<file path="src/rtl/fsm_vending_param.sv">
// fsm_vending_param: three-coin vending FSM with credit accumulator, change train, cancel and optional FSM_VENDING_TIMEOUT_EN auto-refund
module fsm_vending_param #(
    parameter int CREDIT_W    = 8,
    parameter int PRICE       = 15,
    parameter int VAL_A       = 5,
    parameter int VAL_B       = 10,
    parameter int VAL_C       = 25,
    parameter int MAX_CREDIT  = 95,
    parameter int CHANGE_UNIT = 5,
    parameter int TIMEOUT_CYC = 1000
) (
    input  logic                clk,
    input  logic                rst,
    input  logic                in_cinco,
    input  logic                in_diez,
    input  logic                in_veinticinco,
    input  logic                cancel,
    input  logic                dispense_ack,
    output logic                producto,
    output logic                cambio,
    output logic                coin_reject,
    output logic [CREDIT_W-1:0] credit,
    output logic                busy
);
    typedef enum logic [2:0] {
        S_IDLE   = 3'd0,
        S_CREDIT = 3'd1,
        S_VEND   = 3'd2,
        S_CHANGE = 3'd3
    } state_t;

    localparam logic [CREDIT_W:0]   VA      = (CREDIT_W+1)'(VAL_A);
    localparam logic [CREDIT_W:0]   VB      = (CREDIT_W+1)'(VAL_B);
    localparam logic [CREDIT_W:0]   VC      = (CREDIT_W+1)'(VAL_C);
    localparam logic [CREDIT_W:0]   MAXC    = (CREDIT_W+1)'(MAX_CREDIT);
    localparam logic [CREDIT_W-1:0] PRICE_C = CREDIT_W'(PRICE);
    localparam logic [CREDIT_W-1:0] UNIT_C  = CREDIT_W'(CHANGE_UNIT);

    state_t              state_q, state_d;
    logic [CREDIT_W-1:0] credit_q, credit_d;
    logic                producto_q, producto_d;
    logic                cambio_q, cambio_d;
    logic                coin_reject_q, coin_reject_d;
    logic                busy_q, busy_d;
    logic [1:0]          coin_n;
    logic [CREDIT_W:0]   coin_val;
    logic [CREDIT_W:0]   sum;
    logic                coin_ok;
    logic                refund;
    logic                timeout;

    // The sum carries one extra bit so an over-cap coin can never wrap into range
    assign coin_n   = {1'b0, in_cinco} + {1'b0, in_diez} + {1'b0, in_veinticinco};
    assign coin_val = in_cinco ? VA : in_diez ? VB : VC;
    assign sum      = {1'b0, credit_q} + coin_val;
    assign coin_ok  = (coin_n == 2'd1) && (sum <= MAXC);

`ifdef FSM_VENDING_TIMEOUT_EN
    localparam int TW = $clog2(TIMEOUT_CYC + 1);
    logic [TW-1:0] tmo_q, tmo_d;

    assign timeout = (tmo_q == TW'(TIMEOUT_CYC));

    // Idle counter: runs only while waiting in CREDIT, any coin restarts it
    always_comb begin
        tmo_d = (state_q != S_CREDIT || coin_n != 2'd0 || timeout) ? '0 : tmo_q + TW'(1);
    end

    // Idle counter register
    always_ff @(posedge clk or negedge rst) begin
        if (!rst) tmo_q <= '0;
        else      tmo_q <= tmo_d;
    end
`else
    assign timeout = (TIMEOUT_CYC < 0);
`endif

    // Next-state, credit and registered-output decode
    always_comb begin
        state_d       = state_q;
        credit_d      = credit_q;
        producto_d    = 1'b0;
        cambio_d      = 1'b0;
        coin_reject_d = (coin_n != 2'd0);
        refund        = 1'b0;
        case (state_q)
            S_IDLE, S_CREDIT: begin
                refund = (cancel && state_q == S_CREDIT) || timeout;
                if (credit_q >= PRICE_C) begin
                    state_d    = S_VEND;
                    producto_d = 1'b1;
                end else if (refund) begin
                    state_d = S_CHANGE;
                end else if (coin_ok) begin
                    credit_d      = sum[CREDIT_W-1:0];
                    coin_reject_d = 1'b0;
                    state_d       = S_CREDIT;
                end else begin
                    state_d = (credit_q == '0) ? S_IDLE : S_CREDIT;
                end
            end
            S_VEND: begin
                producto_d = !dispense_ack;
                if (dispense_ack) begin
                    credit_d = credit_q - PRICE_C;
                    state_d  = (credit_q == PRICE_C) ? S_IDLE : S_CHANGE;
                end
            end
            S_CHANGE: begin
                cambio_d = !cambio_q && (credit_q != '0);
                credit_d = cambio_q ? credit_q - UNIT_C : credit_q;
                state_d  = (credit_q == '0 || (cambio_q && credit_q == UNIT_C)) ? S_IDLE : S_CHANGE;
            end
            default: begin
                state_d       = S_IDLE;
                credit_d      = '0;
                coin_reject_d = 1'b0;
            end
        endcase
        busy_d = (state_d == S_VEND) || (state_d == S_CHANGE);
    end

    // State and output registers, cleared asynchronously
    always_ff @(posedge clk or negedge rst) begin
        if (!rst) begin
            state_q       <= S_IDLE;
            credit_q      <= '0;
            producto_q    <= 1'b0;
            cambio_q      <= 1'b0;
            coin_reject_q <= 1'b0;
            busy_q        <= 1'b0;
        end else begin
            state_q       <= state_d;
            credit_q      <= credit_d;
            producto_q    <= producto_d;
            cambio_q      <= cambio_d;
            coin_reject_q <= coin_reject_d;
            busy_q        <= busy_d;
        end
    end

    assign producto    = producto_q;
    assign cambio      = cambio_q;
    assign coin_reject = coin_reject_q;
    assign credit      = credit_q;
    assign busy        = busy_q;
endmodule

</file>
<file path="config.mk">
export PLATFORM = sky130hd
export DESIGN_NAME = fsm_vending_param
export DESIGN_NICKNAME = d
export VERILOG_FILES = /design/src/rtl/fsm_vending_param.sv
export SDC_FILE = /design/constraint.sdc
export NUM_CORES = 1
export LEC_CHECK = 0
export CORE_MARGIN = 2
export CORE_UTILIZATION = 55
export CTS_BUF_LIST = sky130_fd_sc_hd__clkbuf_4
export DETAILED_ROUTE_END_ITERATION = 12
export PLACE_DENSITY_LB_ADDON = 0.08
export SLEW_MARGIN = 20
export SYNTH_ARGS = -nofsm -noshare
export SYNTH_HDL_FRONTEND = slang
export SYNTH_SLANG_ARGS = --single-unit
export TNS_END_PERCENT = 50
</file>
<file path="constraint.sdc">
create_clock -name clk -period 3.6 [get_ports clk]
set_clock_uncertainty 0.05 [all_clocks]
set_input_delay 0.36 -clock clk [delete_from_list [all_inputs] [get_ports clk]]
set_output_delay 0.36 -clock clk [all_outputs]
set_load 0.02 [all_outputs]
</file>
==> results of run 1 <==
cell type report:
type / count / area, sq um
Sequential cell: 15 / 375.4
Inverter: 14 / 52.55
Fill cell: 199 / 807.0
Clock buffer: 3 / 22.52
Multi-Input combinational cell: 127 / 907.1
Clock inverter: 1 / 5.005
Tap cell: 30 / 37.54
Timing Repair Buffer: 21 / 202.7
power groups by stage:
stage / Clock, W / Sequential, W / Combinational, W
floorplan: 0 / 0.000359 / 0.000596
global placement: 0 / 0.000358 / 0.000854
detailed placement: 0 / 0.000361 / 0.000861
CTS: 0.0000997 / 0.000359 / 0.000869
global route: 0.000108 / 0.000373 / 0.000960
finish: 0.0000990 / 0.000362 / 0.000878
synth_stat cells (3+ instances only):
cell	n
a211oi_1	5
a21oi_1	12
a32o_1	3
and3_1	4
clkbuf_1	6
dfrtp_1	15
ha_1	8
inv_1	14
mux2i_1	3
nand2_1	11
nand2b_1	4
nand3_1	5
nor2_1	10
nor2b_1	3
nor3_1	7
o21a_1	3
o21ai_0	10
o2bb2ai_1	3
xor2_1	3
state kept, by name, summed over array words and instances (netlist names):
| signal | count |
|---|---|
| producto | 1 |
| coin_reject | 1 |
| cambio | 1 |
| busy | 1 |
| state_q | 3 |
| credit | 8 |
worst min path at each step:
stage and endpoint:
6_report credit[3]$_DFFE_PN0P_, 5_1_grt coin_reject$_DFF_PN0_, 4_1_cts credit[3]$_DFFE_PN0P_, 3_5_place_dp cambio$_DFF_PN0_
3_3_place_gp cambio$_DFF_PN0_, 2_1_floorplan busy$_DFF_PN0_
stage by stage:
| step | worst slack [ns] | hold slack [ns] |
|---|---|---|
| CTS | 0.4011 | 0.4567 |
| detailed placement | 0.1141 | 0.4540 |
| floorplan | 0.5870 | 0.01441 |
| global placement | 0.1771 | 0.4392 |
| global route | 0.1941 | 0.4837 |
| finish | 0.4016 | 0.4306 |
cell families (layout without fill, tap and decap cells):
family,Yosys count,after routing
buf+inv,20,39
xor+xnor,5,5
simple gates,52,52
mux,5,5
compound gates,54,54
other cells,1,1
fa+ha+maj,10,10
flops,15,15
layer usage:
metal,vias up,GRT usage [%],share of wire [%]
met2,57,40.85,47
met1,648,35.79,45
li1,634,-,-
met3,7,6.944,6.9
met5,-,0,0
met4,0,4.274,1.0
worst max-delay path: cells and delay by family:
family | cells | cell delay (ns)
buffers and inverters | 4 | 0.77
multiplexers | 1 | 0.20
adder cells (fa/ha/maj) | 2 | 0.47
AO/OA/AOI/OAI | 3 | 0.92
AND/OR/NAND/NOR | 3 | 0.63
==> out/results.ini, run 1 <==
[logic_synthesis]
avgSynthCellArea_sq_um=8.380
synth-edff-count=0
synthAdderAreaFrac_pct=10.32
async_flop_share_pct=100.0
synth_nets=179
syn_inst=162
syn-cell-area_sq_um=1358
ys_seq_area_share_pct=27.65
synth.area.mux_share_pct=4.424
synth_xor_area_share_pct=3.226
synth_top_family_by_area=compound AO/OA/AOI/OAI gates
ys_warn_count=0
synth_compound_gate_area_share_pct=28.57
ys.flop_type=dfrtp_1
yosysTopAreaCellShare_pct=27.65
synthTopCellsByArea=dfrtp_1 (28%), ha_1 (7.4%), a21oi_1 (4.4%), inv_1 (3.9%), o21ai_0 (3.7%)
synth_cell_types=44
synth-simple-area-share_pct=20.00
yosysTopAreaCell=dfrtp_1
ys_ff_latch=15

[worst_setup_path]
endpoint_kind=flop
max_stage_delay_ns=0.47
worstSetupPathType=in2reg
regToRegSetupSlack_ns=0.55
regToRegEndpoint=credit[0]$_DFFE_PN0P_
crit_end=credit[0]$_DFFE_PN0P_
cpMostUsedCell=inv_1
crit_slowest_cell=or4_1
crit_required_ns=3.77
crit_arrival_ns=3.36
reg2reg_from=credit[0]$_DFFE_PN0P_
critPathLaunchType=input pin
crit_path_start=in_cinco
crit_fanout=7
reg2regPathDepth=10
path_cells=clkdlybuf4s50_1, inv_1, nand2_1, ha_1, inv_1, fa_1, nor2b_4, o31a_1, or4_1, a221o_2, a21boi_4, buf_4, mux2i_1

[power]
leakage_nw=0.7266
pwr-share-clk_pct=7.4
p_comb_share_pct=65.6
pwr-share-seq_pct=27.0
p_total_w=0.001339
power_density_nw_per_um2=835.3
switchingPower_w=0.0006545
intPower_w=0.0006844
peakVddDrop_uv=554.0
swShare_pct=48.88

[grt]
grtUsageTotal_pct=25.90
grt-ovfl-total=0
grt_pass1_wl_microns=5513
grt_pass1_vias=1169
grt_max_degree=17
antenna_found_initial=0

[cts]
root_buffer=clkbuf_4
hold_buffers=0
htree_num_levels=1
cts_buffers=3
clock-sinks=15
cts_tree=yes
cts_resized=0
clk_pin_slew_worst_paths_ns=0.09
cts_buffer_depth=2
post_cts_buffers=0
clk_latency_ns=0.29

[sta]
period_share_pct=88.85
finalSetupTns_ns=0
tightest_slew_ns=0.7421
setup_viol=0
hold_viol=0
rsz0062_at_grt=no
layout_min_cycle_time_ns=3.198
relSlewSlack_pct=50.23
slew_viol_final=0
fmaxAchievable_ghz=0.3127

[run]
maxCapViolations=0

[final_layout]
drive_above_1_share_pct=7.735
final_common_cell=clkdlybuf4s50_1
layout_common_cells=clkdlybuf4s50_1 (18), dfrtp_1 (15), inv_1 (14)
fin_cells=211
post-route-cell-area_sq_um=1603
utilization_pct=66.51
area_delta_synth_final_pct=18.06
fin_nets=199
antenna_cells=0

[floorplan]
core_area_sq_um=2410
die_width_microns=53.68
initial_core_util_pct=56.33
num_rows=18
num_io_pins=19
die_area_sq_um=2882
die_h_microns=53.68

[detailed_routing]
ant_nets=0
vias_per_cell=6.379
totalWireLength_microns=3412
drt_iter0_markers=58
num_vias=1346
dr.pass1.iters=4
drcViolationCount=0
wl_per_cell_microns=16.17

[placed_design]
placedCellCount=207
placed_area_sq_um=1575
portBuffers=18
dp.final_hpwl_microns=2566
gp_congestion=0.8731

[outcome]
status=finished, final reports clean

[hold_path]
hp-class=in2async

Power figures use the tool's default switching activity.
==> run 2, diff against run 1 <==
- CELL_PAD_IN_SITES_DETAIL_PLACEMENT: not set -> 1
- CELL_PAD_IN_SITES_GLOBAL_PLACEMENT: not set -> 2
- CORE_UTILIZATION: 55 -> 34
- CTS_CLUSTER_SIZE: not set -> 10
==> run 2 against run 1 <==
Core utilization is 22 points lower. Sequential cell count is the same. Sequential share of layout area shrank 0.67 points. Global-route usage shrank 6.0 points. Critical path depth down 1. Cell count rose by 10%. Maximum frequency shrank 2.0%. Total power rose by 3.6%.
==> out/results.ini, run 2 (synthesized netlist as in run 1, its figures left out) <==
[outcome]
status=finished, final reports clean

[worst_setup_path]
crit_arrival_ns=3.39
regToRegSetupSlack_ns=0.63
regToRegEndpoint=credit[3]$_DFFE_PN0P_
critPathLaunchType=input pin
reg2reg_from=credit[1]$_DFFE_PN0P_
reg2regPathDepth=8
crit_fanout=7
endpoint_kind=flop
worstSetupPathType=in2reg
crit_required_ns=3.73

[sta]
tightest_slew_ns=0.7193
rsz0062_at_grt=no
slew_viol_final=0
setup_viol=0
relSlewSlack_pct=51.90
layout_min_cycle_time_ns=3.264
fin_hold_ws_ns=0.4457
fmaxAchievable_ghz=0.3064
finalSetupTns_ns=0
hold_viol=0
period_share_pct=90.65

[final_layout]
multiInputGateArea_sq_um=907.1
post-route-cell-area_sq_um=1650
fin_cells=232
num-fill-cells=462
largest_register_ffs=8
final_common_cell=clkdlybuf4s50_1
seq_area_sq_um=375.4
antenna_cells=0
utilization_pct=44.08
drive_above_1_share_pct=9.239
layout_common_cells=clkdlybuf4s50_1 (18), dfrtp_1 (15), inv_1 (14)
area_delta_synth_final_pct=21.57
fin_nets=202

[placed_design]
portBuffers=18
dp.final_hpwl_microns=3118
gp_congestion=0.8247
placed_area_sq_um=1620
placedCellCount=228

[cts]
root_buffer=clkbuf_4
hold_buffers=0
clk_pin_slew_worst_paths_ns=0.09
post_cts_buffers=0
cts_buffers=3
clk_latency_ns=0.29
cts_resized=0
cts_tree=yes
clock-sinks=15
htree_num_levels=1
cts_buffer_depth=2

[power]
p_comb_share_pct=67.5
leakage_nw=0.7423
pwr-share-seq_pct=24.7
swShare_pct=48.70
intPower_w=0.0007113
pwr-share-clk_pct=7.7
switchingPower_w=0.0006753
peakVddDrop_uv=266.3
power_density_nw_per_um2=840.2

[grt]
grt-ovfl-total=0
grt_pass1_vias=1366
antenna_found_initial=0
grtUsageTotal_pct=19.93
grt_pass1_wl_microns=6665
grt_max_degree=17

[floorplan]
die_area_sq_um=4515
die_width_microns=67.19
initial_core_util_pct=36.26
die_h_microns=67.19
core_area_sq_um=3744
num_io_pins=19
num_rows=22

[detailed_routing]
vias_per_cell=5.694
wl_per_cell_microns=17.12
ant_nets=0
num_vias=1321
drcViolationCount=0
dr.pass1.iters=4
drt_iter0_markers=50
totalWireLength_microns=3972

[hold_path]
hp-class=in2async

[run]
maxCapViolations=0

-- run 2: stage by stage --
stage | setup slack, ns | power [W]
final | 0.3364 | 0.001387
after global routing | 0.2108 | 0.001508
after CTS | 0.3346 | 0.001396
after detailed placement | 0.01555 | 0.001280
after global placement | 0.1076 | 0.001270
after floorplan | 0.5870 | 0.0009554
-- run 2: layout make-up --
| class | instances | share of cell area [%] |
|---|---|---|
| Clock buffer | 4 | 1.820 |
| Inverter | 14 | 3.184 |
| Multi-Input combinational cell | 127 | 54.97 |
| Sequential cell | 15 | 22.74 |
| Tap cell | 48 | 3.639 |
| Timing Repair Buffer | 24 | 13.65 |
-- run 2: worst max-delay path by stage --
stage                          start               endpoint  slack, ns  depth (start not counted)
6_report                    in_cinco  credit[3]$_DFFE_PN0P_       0.34                         12
5_1_grt                     in_cinco  credit[1]$_DFFE_PN0P_       0.21                         12
4_1_cts                     in_cinco  credit[3]$_DFFE_PN0P_       0.33                         12
3_5_place_dp                in_cinco  credit[3]$_DFFE_PN0P_       0.02                         12
3_3_place_gp                in_cinco  credit[3]$_DFFE_PN0P_       0.11                         12
2_1_floorplan  credit[0]$_DFFE_PN0P_  credit[3]$_DFFE_PN0P_       0.59                          9
-- run 2: per-layer routing --
| metal | vias up | global-route usage [%] | wire (microns) |
|---|---|---|---|
| met5 | - | 0 | 0 |
| met4 | 0 | 7.143 | 73 |
| met3 | 7 | 2.000 | 120 |
| met2 | 26 | 32.92 | 1859 |
| met1 | 650 | 27.08 | 1919 |
| li1 | 638 | - | - |
-- run 2: power by group through the flow --
| stage | logic [W] | clock network [W] | registers (W) |
|---|---|---|---|
| after floorplan | 0.000596 | 0 | 0.000359 |
| after global placement | 0.000928 | 0 | 0.000342 |
| after detailed placement | 0.000937 | 0 | 0.000344 |
| after CTS | 0.000943 | 0.000112 | 0.000341 |
| after global routing | 0.00103 | 0.000121 | 0.000359 |
| final | 0.000936 | 0.000107 | 0.000343 |
-- run 2: critical path, stage by stage --
cell             delay, ns
clkdlybuf4s50_1       0.45
inv_1                 0.10
nand2_1               0.11
ha_1                  0.24
inv_1                 0.07
fa_1                  0.24
nor2b_4               0.05
o31a_1                0.27
or4_1                 0.48
a221o_2               0.43
a21boi_4              0.27
mux2_4                0.32
